## config.mk

```make
export PLATFORM = sky130hd
export DESIGN_NAME = pll_lock_supervisor
export DESIGN_NICKNAME = d
export VERILOG_FILES = /design/src/rtl/pll_lock_supervisor.sv
export SDC_FILE = /design/constraint.sdc
export NUM_CORES = 1
export LEC_CHECK = 0
export ABC_AREA = 1
export BUFFER_PORTS_ARGS = -buffer_cell sky130_fd_sc_hd__buf_2
export CAP_MARGIN = 10
export CORE_MARGIN = 1
export CORE_UTILIZATION = 38
export CTS_CLUSTER_DIAMETER = 30
export DETAILED_ROUTE_END_ITERATION = 12
export PLACE_DENSITY = 0.53
export SETUP_SLACK_MARGIN = 0.4
export SLEW_MARGIN = 20
export SYNTH_ARGS = -nofsm -noshare
export SYNTH_HDL_FRONTEND = slang
export SYNTH_SLANG_ARGS = --single-unit
export TNS_END_PERCENT = 50
```

## constraint.sdc

```tcl
create_clock -name clk -period 6 [get_ports clk]
set_clock_uncertainty 0.15 [all_clocks]
set_input_delay 0.3 -clock clk [delete_from_list [all_inputs] [get_ports clk]]
set_output_delay 0.3 -clock clk [all_outputs]
set_load 0.01 [all_outputs]
```

## src/rtl/pll_lock_supervisor.sv

```systemverilog
// PLL lock supervisor: pulses the PLL reset, waits for a stable lock, then releases the
// system reset. Retries on lock timeout, latches FAIL, and counts loss-of-lock events.
module pll_lock_supervisor #(
  parameter int unsigned PLL_RST_CYCLES = 16,
  parameter int unsigned LOCK_TIMEOUT   = 50000,
  parameter int unsigned STABLE_CYCLES  = 5000,
  parameter int unsigned MAX_RETRIES    = 3,
  parameter int unsigned LOSS_CNT_W     = 8
) (
  input  logic                  clk,
  input  logic                  rst,
  input  logic                  pll_lock_i,
  input  logic                  restart_i,
  output logic                  pll_reset_o,
  output logic                  sys_rst_o,
  output logic                  locked_o,
  output logic                  fail_o,
  output logic [7:0]            retry_cnt_o,
  output logic [LOSS_CNT_W-1:0] loss_cnt_o
);

  typedef enum logic [2:0] {
    ST_PLL_RST   = 3'd0,
    ST_WAIT_LOCK = 3'd1,
    ST_STABLE    = 3'd2,
    ST_RUN       = 3'd3,
    ST_FAIL      = 3'd4
  } state_t;

  localparam logic [31:0]           C_RST_LAST     = 32'(PLL_RST_CYCLES - 1);
  localparam logic [31:0]           C_TIMEOUT_LAST = 32'(LOCK_TIMEOUT - 1);
  localparam logic [31:0]           C_STABLE_DONE  = 32'(STABLE_CYCLES);
  localparam logic [7:0]            C_MAX_RETRIES  = 8'(MAX_RETRIES);
  localparam logic [LOSS_CNT_W-1:0] C_LOSS_MAX     = {LOSS_CNT_W{1'b1}};
  localparam logic [LOSS_CNT_W-1:0] C_LOSS_ONE     = LOSS_CNT_W'(1);

  state_t                r_state;
  logic [31:0]           r_timer;
  logic [7:0]            r_retry_cnt;
  logic [LOSS_CNT_W-1:0] r_loss_cnt;
  logic                  r_sync_meta;
  logic                  r_lock_s;
  logic                  r_pll_reset;
  logic                  r_sys_rst;
  logic                  r_locked;
  logic                  r_fail;

  state_t                w_state_nxt;
  logic [31:0]           w_timer_nxt;
  logic [7:0]            w_retry_nxt;
  logic [LOSS_CNT_W-1:0] w_loss_nxt;
  logic [7:0]            w_retry_inc;
  logic                  w_pll_reset_nxt;
  logic                  w_sys_rst_nxt;
  logic                  w_locked_nxt;
  logic                  w_fail_nxt;

  assign w_retry_inc = r_retry_cnt + 8'd1;

  // State register, synchronizer, counters and registered Moore outputs
  always_ff @(posedge clk) begin
    if (rst) begin
      r_state     <= ST_PLL_RST;
      r_timer     <= 32'd0;
      r_retry_cnt <= 8'd0;
      r_loss_cnt  <= '0;
      r_sync_meta <= 1'b0;
      r_lock_s    <= 1'b0;
      r_pll_reset <= 1'b1;
      r_sys_rst   <= 1'b1;
      r_locked    <= 1'b0;
      r_fail      <= 1'b0;
    end else begin
      r_sync_meta <= pll_lock_i;
      r_lock_s    <= r_sync_meta;
      r_state     <= w_state_nxt;
      r_timer     <= w_timer_nxt;
      r_retry_cnt <= w_retry_nxt;
      r_loss_cnt  <= w_loss_nxt;
      r_pll_reset <= w_pll_reset_nxt;
      r_sys_rst   <= w_sys_rst_nxt;
      r_locked    <= w_locked_nxt;
      r_fail      <= w_fail_nxt;
    end
  end

  // Next-state, retry and loss-counter logic
  always_comb begin
    w_state_nxt = r_state;
    w_retry_nxt = r_retry_cnt;
    w_loss_nxt  = r_loss_cnt;
    if (restart_i) begin
      w_state_nxt = ST_PLL_RST;
      w_retry_nxt = 8'd0;
    end else begin
      case (r_state)
        ST_PLL_RST: begin
          if (r_timer == C_RST_LAST) begin
            w_state_nxt = ST_WAIT_LOCK;
          end else begin
            w_state_nxt = ST_PLL_RST;
          end
        end
        ST_WAIT_LOCK: begin
          // A lock seen on the expiry cycle wins over the timeout
          if (r_lock_s) begin
            w_state_nxt = ST_STABLE;
          end else if (r_timer == C_TIMEOUT_LAST) begin
            w_retry_nxt = w_retry_inc;
            if (w_retry_inc == C_MAX_RETRIES) begin
              w_state_nxt = ST_FAIL;
            end else begin
              w_state_nxt = ST_PLL_RST;
            end
          end else begin
            w_state_nxt = ST_WAIT_LOCK;
          end
        end
        ST_STABLE: begin
          // Timer counts the lock_s samples taken after the entry cycle
          if (!r_lock_s) begin
            w_state_nxt = ST_WAIT_LOCK;
          end else if (r_timer == C_STABLE_DONE) begin
            w_state_nxt = ST_RUN;
          end else begin
            w_state_nxt = ST_STABLE;
          end
        end
        ST_RUN: begin
          if (!r_lock_s) begin
            w_state_nxt = ST_PLL_RST;
            w_retry_nxt = 8'd0;
            if (r_loss_cnt == C_LOSS_MAX) begin
              w_loss_nxt = r_loss_cnt;
            end else begin
              w_loss_nxt = r_loss_cnt + C_LOSS_ONE;
            end
          end else begin
            w_state_nxt = ST_RUN;
          end
        end
        ST_FAIL: begin
          w_state_nxt = ST_FAIL;
        end
        default: begin
          w_state_nxt = ST_PLL_RST;
        end
      endcase
    end
  end

  // Timer restarts on every state entry, including a restart into PLL_RST
  always_comb begin
    if (restart_i || (w_state_nxt != r_state)) begin
      w_timer_nxt = 32'd0;
    end else begin
      w_timer_nxt = r_timer + 32'd1;
    end
  end

  // Output decode from the next state so outputs align with the state register
  always_comb begin
    w_pll_reset_nxt = 1'b0;
    w_sys_rst_nxt   = 1'b1;
    w_locked_nxt    = 1'b0;
    w_fail_nxt      = 1'b0;
    case (w_state_nxt)
      ST_PLL_RST: begin
        w_pll_reset_nxt = 1'b1;
      end
      ST_WAIT_LOCK: begin
        w_pll_reset_nxt = 1'b0;
      end
      ST_STABLE: begin
        w_pll_reset_nxt = 1'b0;
      end
      ST_RUN: begin
        w_sys_rst_nxt = 1'b0;
        w_locked_nxt  = 1'b1;
      end
      ST_FAIL: begin
        w_pll_reset_nxt = 1'b1;
        w_fail_nxt      = 1'b1;
      end
      default: begin
        w_pll_reset_nxt = 1'b1;
      end
    endcase
  end

  assign pll_reset_o = r_pll_reset;
  assign sys_rst_o   = r_sys_rst;
  assign locked_o    = r_locked;
  assign fail_o      = r_fail;
  assign retry_cnt_o = r_retry_cnt;
  assign loss_cnt_o  = r_loss_cnt;

endmodule

```

==> tab_implementation.tex, run 1 <==
\begin{tabular}{lr}
\hline
Metric & Value \\
\hline
\multicolumn{2}{l}{\textbf{STA}} \\
Hold Violations, Final & 0 \\
Final worst path period share & 0.376 \\
Number of endpoints failing setup at the final stage & 0 \\
Relative slew slack & 0.365 \\
Max Clock Freq & 0.443 GHz \\
Slew Limit Fails & 0 \\
Min Tclk post-route & 2260 ps \\
Worst-Margin Slew & 944 ps \\
Final hold slack & 71.8 ps \\
Summed negative setup slack over all endpoints & 0 ps \\
RSZ-0062 raised after global routing & no \\
\multicolumn{2}{l}{\textbf{Logic synthesis}} \\
Area share of the largest cell type after synthesis & 0.367 \\
Part of the Yosys area used for sequential elements & 0.367 \\
Cell type with the largest total area after synthesis & dfxtp\_1 \\
Synthesized instance count & 463 \\
Syn. warnings & 0 \\
Count of unique library cells instantiated by Yosys & 29 \\
Synthesized area per cell & 6.71 um2 \\
Syn Std Cell Area & 3110 um2 \\
Synthesized flop and latch total & 57 \\
Largest cells by area after synthesis & dfxtp\_1, nand2\_1, nor2\_1 \\
Synthesized Nets & 472 \\
\multicolumn{2}{l}{\textbf{Die}} \\
Placement row count & 32 \\
Floorplan die area & 8540 um2 \\
Die Span Y & 92.4 um \\
Area inside the core boundary & 7810 um2 \\
Die Span X & 92.4 um \\
IO Pins & 24 \\
Effective utilization at floorplan & 0.398 \\
\multicolumn{2}{l}{\textbf{Cells and area}} \\
Commonest cells after routing, fill and taps aside & nand2\_1, nor2\_1, inv\_1 \\
Cell Count, Final, Fillers Out & 599 \\
Syn-to-layout area delta & 12.6\% \\
Footprint of the multi-input gates & 1630 um2 \\
Register area & 1140 um2 \\
Fillers & 857 \\
Final net count & 502 \\
Diode insertion count for antenna repair & 0 \\
Most common library cell in the layout ignoring fill and taps & nand2\_1 \\
Share of cells above drive strength 1 & 0.0926 \\
\multicolumn{2}{l}{\textbf{Pwr}} \\
Net Sw Power & 0.000160 W \\
Internal Power & 0.000562 W \\
Share of total power consumed by net switching & 0.222 \\
Total power consumption of the routed design & 0.000723 W \\
Highest ir drop seen on vdd & 0.0000931 V \\
Leakage power total & 1.38 nW \\
Logic gate share of total power & 0.018 \\
Power per cell area & 207 nW/um2 \\
Reg power frac & 0.527 \\
Fraction of power consumed by the clock network & 0.455 \\
\multicolumn{2}{l}{\textbf{Clocking}} \\
Clock latency on the worst-skew pair & 340 ps \\
Clock-pin slew reported for the worst setup and hold paths after clock tree synthesis & 70 ps \\
Number of buffers created by CTS & 9 \\
Clock Sink Count & 57 \\
Clock tree from TritonCTS & yes \\
H-tree level count & 3 \\
Maximum clock insertion buffer count & 2 \\
Clock Tree Root & clkbuf\_8 \\
Post-CTS Resized & 0 \\
\multicolumn{2}{l}{\textbf{Hold path}} \\
Hold wc startpoint & rst \\
Depth of the worst hold-timing path & 2 \\
Worst hold path class & primary input to flip-flop \\
Hold-critical path endpoint & fail\_o \\
\multicolumn{2}{l}{\textbf{Drt}} \\
Vias post-DR & 2808 \\
Number of remaining DRC errors & 0 \\
Number of detailed-routing iterations run before antenna repair & 4 \\
DR WL/cell & 12.1 um \\
Starting DRC count in detailed routing & 165 \\
Routed vias/inst & 4.69 \\
Total Routed Length & 7260 um \\
Number of nets still failing antenna checks after routing & 0 \\
\multicolumn{2}{l}{\textbf{GRT}} \\
Met3 track demand over resource & 0.0484 \\
Global routing met1 resource utilization & 0.250 \\
Aggregate global-route resource usage & 0.187 \\
Maximum number of pins on one net before global-route repair & 33 \\
Global route overflow & 0 \\
Antenna violations before repair & 0 \\
Wire length of the first global-routing pass & 12400 um \\
Most utilized layer in the global route result & met2 \\
Met2 Track Usage GR & 0.284 \\
Vias in the first global route & 2666 \\
\multicolumn{2}{l}{\textbf{Setup path}} \\
FF-to-FF path depth & 12 \\
Arrival time reported for the critical path endpoint & 2320 ps \\
FF-to-FF End & r\_timer[25] \\
Critical path fanouts, max & 32 \\
Crit path required time & 6060 ps \\
Register-to-register setup slack & 3740 ps \\
Setup crit end kind & flip-flop \\
Category of the most critical setup path & flip-flop to flip-flop \\
Worst R2R Start & r\_timer[0] \\
Setup crit start kind & flip-flop \\
\multicolumn{2}{l}{\textbf{Outcome}} \\
Status & completed \\
\multicolumn{2}{l}{\textbf{Place}} \\
Post-detailed-placement half-perimeter wirelength & 5500 um \\
Port bufs & 23 \\
Count of placed standard cells including taps & 583 \\
Final weighted congestion of routability-driven global placement & 0.899 \\
\multicolumn{2}{l}{\textbf{Run}} \\
Max-capacitance violation count & 0 \\
\hline
\end{tabular}
## registers in the layout (all words and copies together), names as in the netlist
register	flops
pll_reset_o	1
r_timer	32
r_state	3
retry_cnt_o	8
sys_rst_o	1
fail_o	1
r_sync_meta	1
locked_o	1
loss_cnt_o	8
r_lock_s	1
## routing by layer
| metal | share of wire | vias up |
|---|---|---|
| met3 | 0.047 | 9 |
| met1 | 0.50 | 1239 |
| met2 | 0.44 | 57 |
| met5 | 0 | - |
| li1 | - | 1503 |
| met4 | 0.0061 | 0 |
## cell usage after synthesis
cell type	n
a211oi_1	1
a21oi_1	14
buf_2	1
buf_6	3
clkbuf_1	1
clkinv_1	1
dfxtp_1	57
ha_1	5
inv_1	76
nand2_1	98
nand3_1	20
nand3_2	1
nand3_4	1
nand3b_1	1
nand4_1	13
nor2_1	89
nor2_2	1
nor2_4	1
nor3_1	19
nor3_2	2
nor3b_1	1
nor4_1	11
o21a_1	1
o21ai_0	7
o31ai_1	1
or2_2	2
or3_1	1
xnor2_1	8
xor2_1	26
## power groups by stage
stage | clock, W | sequential (W) | combinational [W]
3_5_place_dp | 0 | 0.000389 | 0.0000129
4_1_cts | 0.000342 | 0.000381 | 0.0000134
3_3_place_gp | 0 | 0.000389 | 0.0000128
2_1_floorplan | 0 | 0.000389 | 0.0000111
6_report | 0.000329 | 0.000381 | 0.0000132
5_1_grt | 0.000361 | 0.000381 | 0.0000154
## kinds of logic (layout without fill, tap and decap cells)
| kind of cell | count (synthesis) | count (layout) | share of synthesized area |
|---|---|---|---|
| xor gates and xnor gates | 34 | 34 | 0.0959 |
| and+or+nand+nor | 261 | 261 | 0.369 |
| DFF | 57 | 57 | 0.367 |
| buffers and inverters | 82 | 116 | 0.107 |
| adders and majority gates | 5 | 5 | 0.0201 |
| AOI/OAI and AO/OA | 24 | 24 | 0.0411 |
## layout make-up
type / count / share of cell area
Sequential cell: 57 / 0.326
Tap cell: 102 / 0.0365
Clock inverter: 3 / 0.00429
Clock buffer: 12 / 0.0472
Timing Repair Buffer: 24 / 0.0358
Multi-Input combinational cell: 324 / 0.467
Inverter: 77 / 0.0826
## worst max path at each step
| stage | from | to | slack, ps | depth (start not counted) |
|---|---|---|---|---|
| 2_1_floorplan | r_timer[0] | r_timer[16] | 4060 | 13 |
| 3_3_place_gp | r_timer[2] | r_timer[19] | 3800 | 8 |
| 3_5_place_dp | r_timer[1] | r_timer[20] | 3740 | 12 |
| 4_1_cts | r_timer[1] | r_timer[9] | 3730 | 12 |
| 5_1_grt | r_timer[0] | r_timer[1] | 3460 | 12 |
| 6_report | r_timer[0] | r_timer[25] | 3740 | 12 |
## worst max-delay path, cell delays in order, from the launching register on
cell,delay (ps)
dfxtp_1,380
ha_1,200
nand2_1,140
nor2_4,160
nand3_1,100
nor3_2,140
nand2_1,100
nand2_1,70
nand3_1,100
nand2_1,120
nand2_1,100
nand3_4,300
nor2_1,80
## metrics by stage
step           area [um2]  utilization  setup slack (ps)
2_1_floorplan        3110            -              4060
4_1_cts              3500        0.448              3730
6_report             3500        0.448              3740
3_3_place_gp         3310        0.424              3800
5_1_grt              3500        0.448              3460
3_5_place_dp         3310        0.424              3740
## repair_timing
| action | in CTS | in global routing |
|---|---|---|
| hold endpoints to repair | 1 | 0 |
| hold buffers | 1 | 0 |
| setup buffers | 0 | 0 |
Power figures use the tool's default switching activity.
==> run 2, diff against run 1 <==
--- a/config.mk
+++ b/config.mk
@@ -5,7 +5,7 @@
 export SDC_FILE = /design/constraint.sdc
 export NUM_CORES = 1
 export LEC_CHECK = 0
-export ABC_AREA = 1
+export ABC_AREA = 0
 export BUFFER_PORTS_ARGS = -buffer_cell sky130_fd_sc_hd__buf_2
 export CAP_MARGIN = 10
 export CORE_MARGIN = 1
==> constraint.sdc (replaced) <==
create_clock -name clk -period 2.24 [get_ports clk]
set_clock_uncertainty 0.15 [all_clocks]
set_input_delay 0.112 -clock clk [delete_from_list [all_inputs] [get_ports clk]]
set_output_delay 0.112 -clock clk [all_outputs]
set_load 0.01 [all_outputs]
==> tab_implementation.tex, run 2 <==
\begin{tabular}{lr}
\hline
Metric & Value \\
\hline
\multicolumn{2}{l}{\textbf{STA}} \\
Hold Violations, Final & 0 \\
Crit path setup slack, layout & 156 ps \\
Slew Limit Fails & 0 \\
Final hold slack & 45.9 ps \\
Worst-Margin Slew & 357 ps \\
Relative slew slack & 0.761 \\
RSZ-0062 raised after global routing & yes \\
Min Tclk post-route & 2080 ps \\
Number of endpoints failing setup at the final stage & 0 \\
Final worst path period share & 0.930 \\
Max Clock Freq & 0.480 GHz \\
Summed negative setup slack over all endpoints & 0 ps \\
\multicolumn{2}{l}{\textbf{Drt}} \\
Starting DRC count in detailed routing & 105 \\
Met3 layer wire length in the routed design & 127 um \\
Wire length on met2 & 2900 um \\
Number of nets still failing antenna checks after routing & 0 \\
Number of detailed-routing iterations run before antenna repair & 4 \\
Max layer used & met4 \\
Wire length on met1 & 3180 um \\
DR WL/cell & 13.0 um \\
Routed vias/inst & 5.01 \\
Vias post-DR & 2413 \\
Total Routed Length & 6270 um \\
Number of remaining DRC errors & 0 \\
\multicolumn{2}{l}{\textbf{GRT}} \\
Maximum number of pins on one net before global-route repair & 20 \\
Wire length of the first global-routing pass & 10200 um \\
Vias in the first global route & 2202 \\
Antenna violations before repair & 0 \\
Global route overflow & 0 \\
Aggregate global-route resource usage & 0.171 \\
\multicolumn{2}{l}{\textbf{Pwr}} \\
Internal Power & 0.00145 W \\
Leakage power total & 1.34 nW \\
Net Sw Power & 0.000434 W \\
Logic gate share of total power & 0.024 \\
Fraction of power consumed by the clock network & 0.435 \\
Share of total power consumed by net switching & 0.230 \\
Total power consumption of the routed design & 0.00189 W \\
Reg power frac & 0.541 \\
Power per cell area & 520 nW/um2 \\
Highest ir drop seen on vdd & 0.000276 V \\
\multicolumn{2}{l}{\textbf{Clocking}} \\
H-tree level count & 3 \\
Number of buffers created by CTS & 9 \\
Clock Tree Root & clkbuf\_8 \\
Clock tree from TritonCTS & yes \\
Clock-pin slew reported for the worst setup and hold paths after clock tree synthesis & 60 ps \\
Clock latency on the worst-skew pair & 330 ps \\
Clock Sink Count & 57 \\
Maximum clock insertion buffer count & 2 \\
\multicolumn{2}{l}{\textbf{Cells and area}} \\
Register with the most flip-flops & r\_timer \\
Diode insertion count for antenna repair & 0 \\
Syn-to-layout area delta & 29.7\% \\
Share of cells above drive strength 1 & 0.293 \\
Final net count & 391 \\
Commonest cells after routing, fill and taps aside & dfxtp\_1, nor2\_1, xnor2\_1 \\
Most common library cell in the layout ignoring fill and taps & dfxtp\_1 \\
Number of flip-flops under the largest register name & 32 \\
\multicolumn{2}{l}{\textbf{Hold path}} \\
Worst hold path class & primary input to flip-flop \\
Hold wc startpoint & restart\_i \\
Hold-critical path endpoint & pll\_reset\_o \\
Depth of the worst hold-timing path & 3 \\
\multicolumn{2}{l}{\textbf{Place}} \\
Port bufs & 23 \\
Pre-CTS WS & 120 ps \\
Post-detailed-placement half-perimeter wirelength & 4120 um \\
Final weighted congestion of routability-driven global placement & 0.791 \\
\multicolumn{2}{l}{\textbf{Logic synthesis}} \\
Syn Std Cell Area & 2790 um2 \\
Most common cell in the netlist & dfxtp\_1 \\
Ys async rst share & 0 \\
Part of the Yosys area used for sequential elements & 0.408 \\
Synthesized area per cell & 8.65 um2 \\
Synthesized flop and latch total & 57 \\
Syn. warnings & 0 \\
Post-synth EDFFs & 0 \\
Cell type with the largest total area after synthesis & dfxtp\_1 \\
Predominant post-synthesis flop cell & dfxtp\_1 \\
Synthesized instance count & 323 \\
Count of unique library cells instantiated by Yosys & 47 \\
Synthesized Nets & 332 \\
Ranking of synthesized cells by instance count & dfxtp\_1, nor2\_1, xnor2\_1 \\
Largest cells by area after synthesis & dfxtp\_1, xnor2\_1, nor2\_1 \\
Area share of the largest cell type after synthesis & 0.408 \\
\multicolumn{2}{l}{\textbf{Setup path}} \\
FF-to-FF path depth & 5 \\
Crit path required time & 2330 ps \\
Register-to-register setup slack & 160 ps \\
Critical path fanouts, max & 4 \\
Setup crit end kind & flip-flop \\
Setup crit start kind & flip-flop \\
Category of the most critical setup path & flip-flop to flip-flop \\
Worst R2R Start & r\_timer[17] \\
Arrival time reported for the critical path endpoint & 2170 ps \\
FF-to-FF End & fail\_o \\
\multicolumn{2}{l}{\textbf{Die}} \\
IO Pins & 24 \\
Area inside the core boundary & 6940 um2 \\
Floorplan die area & 7700 um2 \\
Placement row count & 30 \\
Die Span X & 87.7 um \\
Die Span Y & 87.7 um \\
Effective utilization at floorplan & 0.402 \\
\multicolumn{2}{l}{\textbf{Run}} \\
Max-capacitance violation count & 0 \\
\multicolumn{2}{l}{\textbf{Outcome}} \\
Status & completed \\
\hline
\end{tabular}
==> run 2: logic make-up (layout without fill, tap and decap cells) <==
group           Yosys count  count (layout)  share of synthesized area
compound gates           35              35                     0.0815
xor+xnor                 39              39                      0.122
fa+ha+maj                 5               5                     0.0224
mux                       1               1                    0.00358
buf+inv                  21              84                     0.0381
flops                    57              57                      0.408
simple gates            165             165                      0.324
==> run 2: what timing repair did <==
| action | CTS | global route |
|---|---|---|
| hold endpoints to repair | 9 | 0 |
| cloned | 0 | 1 |
| gates resized for setup | 16 | 28 |
| setup endpoints to repair | 39 | 47 |
| pin swaps | 4 | 9 |
| hold buffers | 3 | 0 |
| setup buffers | 6 | 9 |
==> run 2: final cells by class <==
type	count	area, um2
fillers	672	3320
multi-input cells	245	1740
flip-flops and latches	57	1150
repair buffers	58	410
clock buffers	11	141
well taps	96	120
inverters	11	41.3
clock inverters	4	20.0
==> run 2: power by group through the flow <==
stage	sequential, W	combinational [W]	clock, W
floorplan	0.00104	0.0000224	0
global placement	0.00104	0.0000407	0
detailed placement	0.00104	0.0000402	0
CTS	0.00102	0.0000441	0.000848
global route	0.00102	0.0000500	0.000893
finish	0.00102	0.0000458	0.000820
==> run 2: per-stage QoR <==
step	utilization	cell area, um2	instances
5_1_grt	0.522	3620	482
3_5_place_dp	0.451	3130	448
2_1_floorplan	-	2840	323
6_report	0.522	3620	482
4_1_cts	0.493	3420	472
3_3_place_gp	0.451	3130	448
==> run 2: critical path, cell delays in order (launching register included) <==
cell and delay, ps:
dfxtp_2 320, or4_4 540, nor3_4 280, nand4_4 110, or3b_4 410, o41ai_2 190
==> run 2: how the worst max path moves through the flow <==
| stage | start | endpoint | slack (ps) | cells past startpoint |
|---|---|---|---|---|
| floorplan | r_state[2] | fail_o | 120 | 6 |
| global placement | r_state[2] | fail_o | 160 | 5 |
| detailed placement | r_state[2] | fail_o | 120 | 5 |
| CTS | r_timer[16] | fail_o | 150 | 5 |
| global route | r_timer[17] | fail_o | 90 | 5 |
| finish | r_timer[17] | fail_o | 160 | 5 |
==> run 2: per-layer routing <==
layer | track usage | vias up
met5 | 0 | -
met4 | 0.0924 | 0
met3 | 0.0349 | 7
met2 | 0.256 | 24
met1 | 0.231 | 1119
li1 | - | 1263
